### config.mk
export PLATFORM = sky130hd
export DESIGN_NAME = seq_signed_divider
export DESIGN_NICKNAME = d
export VERILOG_FILES = /design/src/rtl/div_pkg.sv /design/src/rtl/div_substep.sv /design/src/rtl/seq_signed_divider.sv
export SDC_FILE = /design/constraint.sdc
export NUM_CORES = 1
export LEC_CHECK = 0
export CORE_UTILIZATION = 45
export CTS_CLUSTER_SIZE = 28
export DETAILED_ROUTE_END_ITERATION = 12
export PLACE_DENSITY = 0.78
export SYNTH_ARGS = -nofsm -noshare
export SYNTH_HDL_FRONTEND = slang
export SYNTH_SLANG_ARGS = --single-unit
### constraint.sdc
create_clock -name i_clk -period 4.25 [get_ports i_clk]
set_input_delay 1.275 -clock i_clk [delete_from_list [all_inputs] [get_ports i_clk]]
set_output_delay 1.275 -clock i_clk [all_outputs]
set_load 0.02 [all_outputs]
### src/rtl/div_pkg.sv
// -----------------------------------------------------------------------------
// div_pkg
// Shared types and constants for the sequential signed divider.
//   div_state_e : controller states (IDLE, CALC, FIX, DONE)
//   DIV_W       : default divisor / quotient / remainder width
//   QMAX, QMIN  : saturated quotient values at the default width
// -----------------------------------------------------------------------------
package div_pkg;

  localparam int DIV_W = 16;

  typedef enum logic [1:0] {
    IDLE = 2'd0,
    CALC = 2'd1,
    FIX  = 2'd2,
    DONE = 2'd3
  } div_state_e;

  localparam logic [DIV_W-1:0] QMAX = 16'h7FFF;
  localparam logic [DIV_W-1:0] QMIN = 16'h8000;

endpackage

### src/rtl/div_substep.sv
// -----------------------------------------------------------------------------
// div_substep
// One combinational non-restoring radix-2 division step.
// Ports:
//   i_prem : partial remainder, W+1 bit two's complement
//   i_quo  : quotient shift register; its MSB is the next dividend bit
//   i_dmag : divisor magnitude
//   o_prem : next partial remainder
//   o_quo  : quotient register shifted left with the new quotient bit
// -----------------------------------------------------------------------------
module div_substep #(
  parameter int W = 16
) (
  input  logic [W:0]   i_prem,
  input  logic [W-1:0] i_quo,
  input  logic [W-1:0] i_dmag,
  output logic [W:0]   o_prem,
  output logic [W-1:0] o_quo
);

  logic [W:0] w_shift;

  // The partial remainder always lies in [-|D|, |D|-1], so its low W bits
  // already carry the sign; shifting them up loses nothing.
  assign w_shift = {i_prem[W-1:0], i_quo[W-1]};

  // Negative remainder: add the divisor back instead of restoring.
  assign o_prem = i_prem[W] ? (w_shift + {1'b0, i_dmag})
                            : (w_shift - {1'b0, i_dmag});

  // A non-negative result means the trial subtraction fit: quotient bit 1.
  assign o_quo = {i_quo[W-2:0], ~o_prem[W]};

endmodule

### src/rtl/seq_signed_divider.sv
// -----------------------------------------------------------------------------
// seq_signed_divider
// Iterative signed divider: 2W-bit dividend / W-bit divisor -> W-bit quotient
// and W-bit remainder, one quotient bit per clock (non-restoring radix-2).
// Result truncates toward zero; the remainder takes the dividend's sign.
// Fixed latency: o_valid rises W+1 cycles after the accepting edge.
// Optional macro DIV_ROUND_EN: round the quotient magnitude to nearest
// (half away from zero) while keeping N = Q*D + R.
// Ports:
//   i_clk, i_rst_n          : clock, asynchronous active-low reset
//   i_valid / o_ready       : operand handshake
//   i_dividend, i_divisor   : signed operands
//   o_valid / i_ready       : result handshake
//   o_quotient, o_remainder : signed results, held until accepted
//   o_dbz, o_ovf            : divide-by-zero / quotient overflow flags
// -----------------------------------------------------------------------------
module seq_signed_divider
  import div_pkg::*;
#(
  parameter int W = DIV_W
) (
  input  logic             i_clk,
  input  logic             i_rst_n,
  input  logic             i_valid,
  output logic             o_ready,
  input  logic [2*W-1:0]   i_dividend,
  input  logic [W-1:0]     i_divisor,
  output logic             o_valid,
  input  logic             i_ready,
  output logic [W-1:0]     o_quotient,
  output logic [W-1:0]     o_remainder,
  output logic             o_dbz,
  output logic             o_ovf
);

  localparam int            CW         = $clog2(W);
  localparam logic [CW-1:0] L_CNT_LAST = CW'(W-1);
  localparam logic [W:0]    L_HALF     = {2'b01, {(W-1){1'b0}}};
  localparam logic [W:0]    L_POS_LIM  = {2'b00, {(W-1){1'b1}}};
  localparam logic [W-1:0]  L_QMAX     = {1'b0, {(W-1){1'b1}}};
  localparam logic [W-1:0]  L_QMIN     = {1'b1, {(W-1){1'b0}}};

  div_state_e     r_state, w_state_next;

  logic           r_sn, r_sd, r_dbz, r_preovf;
  logic [W:0]     r_prem;
  logic [W-1:0]   r_quo, r_dmag;
  logic [CW-1:0]  r_cnt;
  logic [W-1:0]   r_quotient, r_remainder;
  logic           r_dbz_out, r_ovf_out;

  logic [2*W-1:0] w_nmag;
  logic [W-1:0]   w_dmag;
  logic [W:0]     w_prem_next;
  logic [W-1:0]   w_quo_next;
  logic [W-1:0]   w_rmag;
  logic [W:0]     w_qmag;
  logic           w_rneg, w_qneg, w_post_ovf;

  // Magnitudes of the most negative operands wrap to themselves, which is the
  // correct unsigned magnitude.
  assign w_nmag = i_dividend[2*W-1] ? -i_dividend : i_dividend;
  assign w_dmag = i_divisor[W-1]    ? -i_divisor  : i_divisor;

  div_substep #(.W(W)) u_substep (
    .i_prem (r_prem),
    .i_quo  (r_quo),
    .i_dmag (r_dmag),
    .o_prem (w_prem_next),
    .o_quo  (w_quo_next)
  );

  always_ff @(posedge i_clk or negedge i_rst_n) begin
    if (!i_rst_n) r_state <= IDLE;
    else          r_state <= w_state_next;
  end

  always_comb begin
    w_state_next = r_state;
    o_ready      = 1'b0;
    o_valid      = 1'b0;
    case (r_state)
      IDLE: begin
        o_ready = 1'b1;
        if (i_valid) w_state_next = CALC;
      end
      CALC: if (r_cnt == L_CNT_LAST) w_state_next = FIX;
      FIX:  w_state_next = DONE;
      DONE: begin
        o_valid = 1'b1;
        if (i_ready) w_state_next = IDLE;
      end
      default: w_state_next = IDLE;
    endcase
  end

  // Final correction, optional rounding and post-overflow detection.
  always_comb begin
    w_rmag = r_prem[W] ? (r_prem[W-1:0] + r_dmag) : r_prem[W-1:0];
    w_qmag = {1'b0, r_quo};
    w_rneg = r_sn;
    w_qneg = r_sn ^ r_sd;
`ifdef DIV_ROUND_EN
    if ({w_rmag, 1'b0} >= {1'b0, r_dmag}) begin
      w_qmag = w_qmag + (W+1)'(1);
      w_rmag = r_dmag - w_rmag;
      w_rneg = ~r_sn;
    end
`endif
    // A negative quotient may reach one step further than a positive one.
    w_post_ovf = w_qneg ? (w_qmag > L_HALF) : (w_qmag > L_POS_LIM);
  end

  always_ff @(posedge i_clk or negedge i_rst_n) begin
    if (!i_rst_n) begin
      r_sn        <= 1'b0;
      r_sd        <= 1'b0;
      r_dbz       <= 1'b0;
      r_preovf    <= 1'b0;
      r_prem      <= '0;
      r_quo       <= '0;
      r_dmag      <= '0;
      r_cnt       <= '0;
      r_quotient  <= '0;
      r_remainder <= '0;
      r_dbz_out   <= 1'b0;
      r_ovf_out   <= 1'b0;
    end else begin
      case (r_state)
        IDLE: if (i_valid) begin
          r_sn     <= i_dividend[2*W-1];
          r_sd     <= i_divisor[W-1];
          r_dmag   <= w_dmag;
          r_dbz    <= (i_divisor == '0);
          // Upper half >= |D| means |Q| >= 2^W: cannot fit, skip checking later.
          r_preovf <= (w_nmag[2*W-1:W] >= w_dmag);
          r_prem   <= {1'b0, w_nmag[2*W-1:W]};
          r_quo    <= w_nmag[W-1:0];
          r_cnt    <= '0;
        end
        CALC: begin
          r_prem <= w_prem_next;
          r_quo  <= w_quo_next;
          r_cnt  <= r_cnt + CW'(1);
        end
        FIX: begin
          if (r_dbz) begin
            r_quotient  <= r_sn ? L_QMIN : L_QMAX;
            r_remainder <= '0;
            r_dbz_out   <= 1'b1;
            r_ovf_out   <= 1'b0;
          end else if (r_preovf || w_post_ovf) begin
            r_quotient  <= w_qneg ? L_QMIN : L_QMAX;
            r_remainder <= '0;
            r_dbz_out   <= 1'b0;
            r_ovf_out   <= 1'b1;
          end else begin
            r_quotient  <= w_qneg ? -w_qmag[W-1:0] : w_qmag[W-1:0];
            r_remainder <= w_rneg ? -w_rmag : w_rmag;
            r_dbz_out   <= 1'b0;
            r_ovf_out   <= 1'b0;
          end
        end
        default: ;
      endcase
    end
  end

  assign o_quotient  = r_quotient;
  assign o_remainder = r_remainder;
  assign o_dbz       = r_dbz_out;
  assign o_ovf       = r_ovf_out;

endmodule

Yosys cells after proc, flatten, opt, wreduce, memory -nomap -nowiden
Cells that the tools add are included.
{ "op_classes": {"n_addsub": 8, "order_cmp": 3, "eq_ne": 7, "mux": 28, "bitwise_logic": 2, "n_reduce_logical": 7} }
{ "op_table": {"columns": ["operator", "n"], "rows": [
  ["2-to-1 mux 16 bit", 11],
  ["negator 16 bit", 3],
  ["2-to-1 mux 17 bit", 2],
  ["case mux 17 bit (2 select lines)", 1],
  ["2-to-1 mux 32 bit", 1],
  ["negator 32 bit", 1],
  ["case mux 16 bit (2 select lines)", 1],
  ["adder 17 x 16 -> 17 bit", 1],
  ["subtractor 17 x 16 -> 17 bit", 1],
  ["adder 16 bit", 1],
  [">= comparator 16 bit", 1],
  ["> comparator 16 x 15 -> 1 bit, second input constant", 1],
  ["> comparator 16 bit, second input constant", 1],
  ["logical NOT 16 bit", 1],
  ["case mux 2 bit (4 select lines)", 1],
  ["case mux 4 bit (2 select lines)", 1],
  ["2-to-1 mux 1 bit", 6],
  ["2-to-1 mux 2 bit", 3],
  ["inequality test 2 bit, second input constant", 3],
  ["adder 4 x 1 -> 4 bit, second input constant", 1],
  ["equality test 2 bit, second input constant", 2],
  ["equality test 4 bit, second input constant", 1],
  ["2-to-1 mux 4 bit", 1],
  ["AND reduction 2 bit", 2],
  ["other kinds (7)", 7]
]} }
{ "word_totals": {"register_bits": 93, "input_bits": 52, "elab_cells": 68} }

Logic depth before layout (Yosys ltp)
{ "logic_depth": {"ltp_word": 6, "mapped_depth": 17} }

Hierarchy
From an unflattened synthesis, not the netlist that was laid out.
{ "hier_totals": {"cells_unflattened": 972, "hier_area_um2": 8181.6} }
{ "by_module_without_submodules": {"columns": ["module", "n_inst", "cells_per_inst", "area_each_um2"], "rows": [
  ["seq_signed_divider", 1, 792, 6894.1],
  ["div_substep", 1, 180, 1287.5]
]} }

Worst setup path after synthesis
Ideal clock, no wire load.
{ "synth_path": {"kind": "input to register", "startpoint": "in i_dividend[5]", "endpoint": "reg r_preovf", "setup_time_ps": 128, "arrival_time_ps": 3949, "path_slack_ps": 174, "cell_stages": 12, "path_buffers": 0, "cell_sequence": "or4_4 nor3_2 nand3_2 or3_4 o41ai_1 xnor2_1 ha_1 a21o_1 a21o_1 a211oi_1 a21o_1 a21oi_1"} }
{ "synth_between": {"elab_chain_len": 3} }
{ "synth_lines": {"columns": ["element", "line", "rtl"], "rows": [
  ["start: declaration", "seq_signed_divider.sv:26", "input logic [2*W-1:0] i_dividend,"],
  ["negator 32 bit", "seq_signed_divider.sv:62", "assign w_nmag = i_dividend[2*W-1] ? -i_dividend : i_dividend;"],
  ["2-to-1 mux 32 bit", "seq_signed_divider.sv:62", null],
  [">= comparator 16 bit", "seq_signed_divider.sv:136", "r_preovf <= (w_nmag[2*W-1:W] >= w_dmag);"],
  ["end signal: assignment", "seq_signed_divider.sv:136", null],
  ["end: declaration", "seq_signed_divider.sv:45", "logic r_sn, r_sd, r_dbz, r_preovf;"]
]} }
No other way between the ends.
A chain may end at the register's enable or synchronous reset.

Worst setup path after layout
{ "layout_path": {"startpoint": "in i_dividend[19]", "endpoint": "reg r_preovf"} }
{ "layout_between": {"elab_chain_len": 3} }
{ "layout_lines": {"columns": ["element", "line"], "rows": [
  ["negator 32 bit", "seq_signed_divider.sv:62"],
  ["2-to-1 mux 32 bit (*)", "seq_signed_divider.sv:62"],
  [">= comparator 16 bit (*)", "seq_signed_divider.sv:136"]
]} }
Mark *: on every way between the ends. The rest lies on a longest branch, timed or not.

==> out/results.ini <==
[outcome]
status = finished clean

[power_and_ir_drop]
ir_drop_mv = 0.396
power.total_mw = 8.69
cellLeakagePower_nw = 4.29
power_density_nw_per_um2 = 873

[placed_design]
place_hpwl_um = 15800
finalWeightedCongestion = 0.833
place_ws_ps = -588
post-place-cells = 1292
io_buffers = 87

[final_layout]
drive_gt1_share_pct = 14.6
syn_to_final_growth_pct = 26.1
regArea_sq_um = 2330
multiInputGateArea_sq_um = 5300
layout_common_cells = dfrtp_1 (93), nand2_1 (91), buf_4 (91), o21ai_0 (78), clkdlybuf4s50_1 (76)
nFillCells = 1510
nets = 1206
fin_cells = 1325
antenna_cells = 0
final_common_cell = dfrtp_1

[cts]
path_clk_slew_ps = 70
cts-root-buf = clkbuf_16
cts_sinks = 93
cts_buffer_depth = 2
htreeDepth = 3
cts_tree = yes
clk_latency_ps = 350
cts_made_buffers = 9

[timing]
slew_headroom_pct = 45.7
worst_slew_pin_slew_ps = 815
max_freq_ghz = 0.241
hold_viol = 0
final_max_slew_viol_count = 0
post-route-period-util_pct = 97.6
finalWorstSetupSlack_ps = 103
min_period_ps = 4150
setup_viol = 0
finClkSkew_ps = 10.1
rsz0062_at_grt = no

[floorplanning]
rows = 48
die_h_um = 134
die_w_um = 134
initial_utilization_pct = 45.8
io_pins = 88
die_area_sq_um = 18100
core_sq_um = 17200

[detailed_routing]
first_pass_iters = 6
routed-wl-met2_um = 9220
drt_wl_total_um = 20400
drtIter0Drc = 559
antenna_left = 0
dr_wl_met3_um = 1130
vias = 7421
wl_met1_um = 9720
wl_per_cell_um = 15.4
vias_per_cell = 5.60
highest-signal-layer = met4
drc = 0

[min_path]
hold_path_class = reg2reg
min_path_cells = 1
hold_start = o_ovf
worstHoldEndpoint = o_ovf

[critical_path]
critPathLaunchType = primary input
path_max_fanout = 3
endpoint_kind = flop
reg2reg_depth = 14
cp_data_required_time_ps = 4480
r2r-start = r_dmag[5]
critical_path_class = in2reg
worstPathArrival_ps = 4380
rrSetupSlack_ps = 460
r2r_end = r_quo[0]

[global_route]
first_global_vias = 6973
grt_max_degree = 45
grt_antenna_before_repair = 0
grt-ovfl-total = 0
grt_pass1_wl_um = 34000
track_usage_pct = 23.4

[synth]
avgSynthCellArea_sq_um = 8.32
yosysSeqAreaShare_pct = 29.5
syn_area_sq_um = 7900
synth_async_sr_flop_share_pct = 100
ys.warnings.count = 0
synth_nets = 1060
synthCells = 949
ys_types = 82
ys_ff_latch = 93
synth_edf_count = 0
synth_flop_cell = dfrtp_1

[run]
cap_violations = 0

-- state kept, by name, summed over array words and instances (netlist names) --
| signal | flops |
|---|---|
| r_preovf | 1 |
| o_remainder | 16 |
| r_sn | 1 |
| r_dbz | 1 |
| r_sd | 1 |
| r_dmag | 16 |
| o_ovf | 1 |
| r_state | 2 |
| r_prem | 17 |
| r_cnt | 4 |
| r_quo | 16 |
| o_dbz | 1 |
| o_quotient | 16 |
-- synthesized netlist by cell type, types with 4 or more instances --
cell type  instances  area, sq um
o22ai_1           22          138
a211oi_1          10         75.1
dfrtp_1           93         2330
xnor2_1           52          455
a31oi_1            4         25.0
nor3_1            22          110
ha_1              57          713
or2_2              5         31.3
inv_1             56          210
mux2i_1           14          140
o211ai_1           5         37.5
a21o_1             9         67.6
o41ai_1            7         61.3
nand2b_1          12         75.1
nand4_1            7         43.8
buf_1              6         22.5
mux2_2             7         78.8
or4_1              4         30.0
o221ai_1          18          158
or3_1              9         56.3
o31ai_1           18          135
nor2b_1           12         75.1
o21a_1             4         30.0
a21oi_1           66          330
o21ai_1            7         35.0
clkbuf_1          35          131
o21ai_0           80          400
nor4_1             6         37.5
xor2_1            56          490
nor2_1            67          251
nand3_1           15         75.1
nand2_1           93          349
-- per-layer routing --
layer	track usage, %	up-vias
li1	-	3721
met1	32.9	3462
met2	37.0	215
met3	3.42	23
met4	7.24	0
met5	0	-
-- area by class of cell --
class                      instances  area share, %
timing repair buffer             179           15.6
clock buffer                      12           2.58
tap                              225           2.83
multi-input combinational        755           53.2
clock inverter                     4          0.302
sequential                        93           23.4
inverter                          57           2.15
-- power breakdown --
group          leakage, nW  total (mW)  switching, mW  internal [mW]
sequential            1.15        1.80          0.516           1.28
combinational         3.01        6.12           3.43           2.69
clock                0.139       0.775          0.344          0.431
-- metrics by stage --
step | util, % | area, sq um | TNS (ps) | hold slack (ps)
floorplan | - | 7900 | 0 | 475
global placement | 54.8 | 9450 | -646 | 494
detailed placement | 54.8 | 9450 | -1080 | 504
CTS | 57.5 | 9920 | 0 | 519
global route | 57.8 | 9960 | 0 | 532
finish | 57.8 | 9960 | 0 | 512
-- worst max-delay path, cell delays in order --
cell	delay, ps
clkdlybuf4s50_1	420
or3_1	430
or3_1	370
or3_4	410
o41ai_4	260
xnor2_2	140
ha_1	330
a21o_1	160
a21o_1	180
a211oi_2	220
a21o_1	140
a21oi_1	60
-- cell families (layout without fill, tap and decap cells) --
logic type      after synthesis  count (layout)  synth area share (%)
compound gates              285             285                  23.5
simple gates                282             282                  17.9
xor+xnor                    108             108                  12.0
buf+inv                     101             252                  4.85
flops                        93              93                  29.5
fa+ha+maj                    59              59                  9.54
mux                          21              21                  2.77
-- worst max path at each step --
stage,to,cells after the start,start
after floorplan,r_preovf,12,i_dividend[5]
after global placement,r_preovf,14,i_dividend[5]
after detailed placement,r_preovf,14,i_dividend[5]
after CTS,r_preovf,17,i_dividend[8]
after global routing,r_quo[14],22,i_dividend[6]
final,r_preovf,12,i_dividend[19]
-- timing repair --
item | CTS | global route
endpoints found under the setup margin | 1 | 2
pin swaps | 16 | 7
setup buffers | 17 | 0
resized for setup | 18 | 24
hold buffers | 0 | 0
Power figures use the tool's default switching activity.
==> RTL edit: new RTL, config.mk and constraints unchanged <==
Encoding of `div_state_e`: now Gray code (2 bits for 4 states).
--- a/src/rtl/div_pkg.sv
+++ b/src/rtl/div_pkg.sv
@@ -10,10 +10,10 @@
   localparam int DIV_W = 16;
 
   typedef enum logic [1:0] {
-    IDLE = 2'd0,
-    CALC = 2'd1,
-    FIX  = 2'd2,
-    DONE = 2'd3
+    IDLE = 2'b00,
+    CALC = 2'b01,
+    FIX  = 2'b11,
+    DONE = 2'b10
   } div_state_e;
 
   localparam logic [DIV_W-1:0] QMAX = 16'h7FFF;
Check against the original RTL: no difference found for any inputs over 10 cycles, from zero or initial values and one cycle with i_rst_n low; not proved beyond that.
==> RTL edit against the original RTL <==
- synthesized area fell by 3.3%
- sequential cell count did not move
- worst setup slack got worse by 0.088 ns
- core utilization rose by 0.43 points
- power fell by 2.6%
- cell area fell by 3.1%
- via count rose by 0.24%
- global-route usage rose by 0.29 points
- routed wire length rose by 0.81%
- die area fell by 3.3%
- critical path depth rose by 3
- combinational power fell by 6.0%
==> RTL edit: results <==
[run_status]
outcome = finished clean

[cells_and_area]
clock_area_share_pct = 3.23
seq_share_pct = 24.1
inverters = 31
multi_input_comb_cells = 757
drive_above_1_share_pct = 13.2
finalNetCount = 1165
largest_reg_flops = 17
buf_share_pct = 15.1
fill_cells = 1493
signal_buffers = 166
multi_input_area_share_pct = 53.5

[synthesis]
synth_common_cells = 106 x nand2_1, 93 x dfrtp_1, 92 x o21ai_0
synth_area_leaders = dfrtp_1 30%, ha_1 8.7%, xor2_1 6.4%
synth-main-ff-cell = dfrtp_1
syn_nets = 1029
ys_types = 65
ys_seq_area_share_pct = 30.5
syn_inst = 922

[critical_path]
arrival_ns = 4.46
critPathMaxFanout = 4
r2r_slack_ns = 0.27
reg2reg_from = r_dmag[3]$_DFFE_PN0P_
critical-path-top-delay-family = simple AND/OR/NAND/NOR gates
critPathSlowestCell = or4_4

[placed_design]
gp_congestion = 0.870
post-place-ws_ns = -0.806
dp_hpwl_mm = 15.6

[detailed_routing]
wirelength_mm = 20.6
drt-met1-wl_mm = 9.34
drt_pass1_iterations = 5
wl_met3_mm = 1.35
wl_met2_mm = 9.59
viasPerCell = 5.80
drt_iter0_drc = 631

[hold_path]
whs_endpoint = o_remainder[10]$_DFFE_PN0P_
hold_depth = 2
min_from = o_remainder[10]$_DFFE_PN0P_

[global_routing]
grt_pass1_vias = 6968
grt_start_max_net_pins = 60
use_met1_pct = 32.9
grt_use_met2_pct = 38.1
grt_pass1_wl_mm = 34.0
grtUsageTotal_pct = 23.7
grtUsageMet3_pct = 3.19

[clock_network]
cts_setup_buffers = 2
cts_buffer_depth = 2
clkLatencyLatePin_ns = 0.34
cts_resized = 24

[power]
p_seq_uw = 1880
clkPwrFrac_pct = 9.9
leakage_uw = 0.00419
cellInternalPower_uw = 4340
irDropWorstVdd_v = 0.000356

[timing]
hold_ws_ns = 0.476
tightestPinTransition_ns = 1.07
skew_ns = 0.00470
==> RTL edit: cell types whose count changed after synthesis, sizes merged, moves of 9 or more <==
| cell | change |
|---|---|
| a221o | +15 |
| o221ai | -17 |
| o22ai | -12 |
| a22oi | +9 |
| nand2 | +13 |
| inv | -27 |
==> RTL edit: cell families (layout without fill, tap and decap cells) <==
logic type	after synthesis	after routing	share of synthesized area, %
multiplexers	12	12	1.64
XOR/XNOR	102	102	11.7
adder cells (fa/ha/maj)	55	55	9.21
AO/OA/AOI/OAI	300	300	25.3
buffers and inverters	72	213	3.54
AND/OR/NAND/NOR	288	288	18.1
flip-flops	93	93	30.5
==> RTL edit: tightest hold or removal path: stages, from the launching register on <==
cell	delay, ns
dfrtp_1	0.34
nand2_1	0.05
o21ai_0	0.06
==> RTL edit: worst max-delay path by stage <==
stage,from,to,slack (ns),cells after the start
after floorplan,i_dividend[3],r_preovf$_DFFE_PN0P_,-0.13,17
after CTS,i_dividend[2],r_preovf$_DFFE_PN0P_,-0.15,16
final,i_dividend[1],r_preovf$_DFFE_PN0P_,0.01,15
after detailed placement,i_dividend[1],r_preovf$_DFFE_PN0P_,-0.81,16
after global routing,i_dividend[13],r_preovf$_DFFE_PN0P_,-0.11,17
after global placement,i_dividend[1],r_preovf$_DFFE_PN0P_,-0.72,16
==> RTL edit: per-stage QoR <==
stage / std cells / area, um^2 / total power (uW) / util, %
6_report: 1283 / 9650 / 8470 / 58.2
3_5_place_dp: 1261 / 9190 / 7470 / 55.4
2_1_floorplan: 922 / 7650 / 6000 / -
3_3_place_gp: 1261 / 9190 / 7280 / 55.4
4_1_cts: 1279 / 9540 / 8380 / 57.5
5_1_grt: 1283 / 9650 / 9210 / 58.2
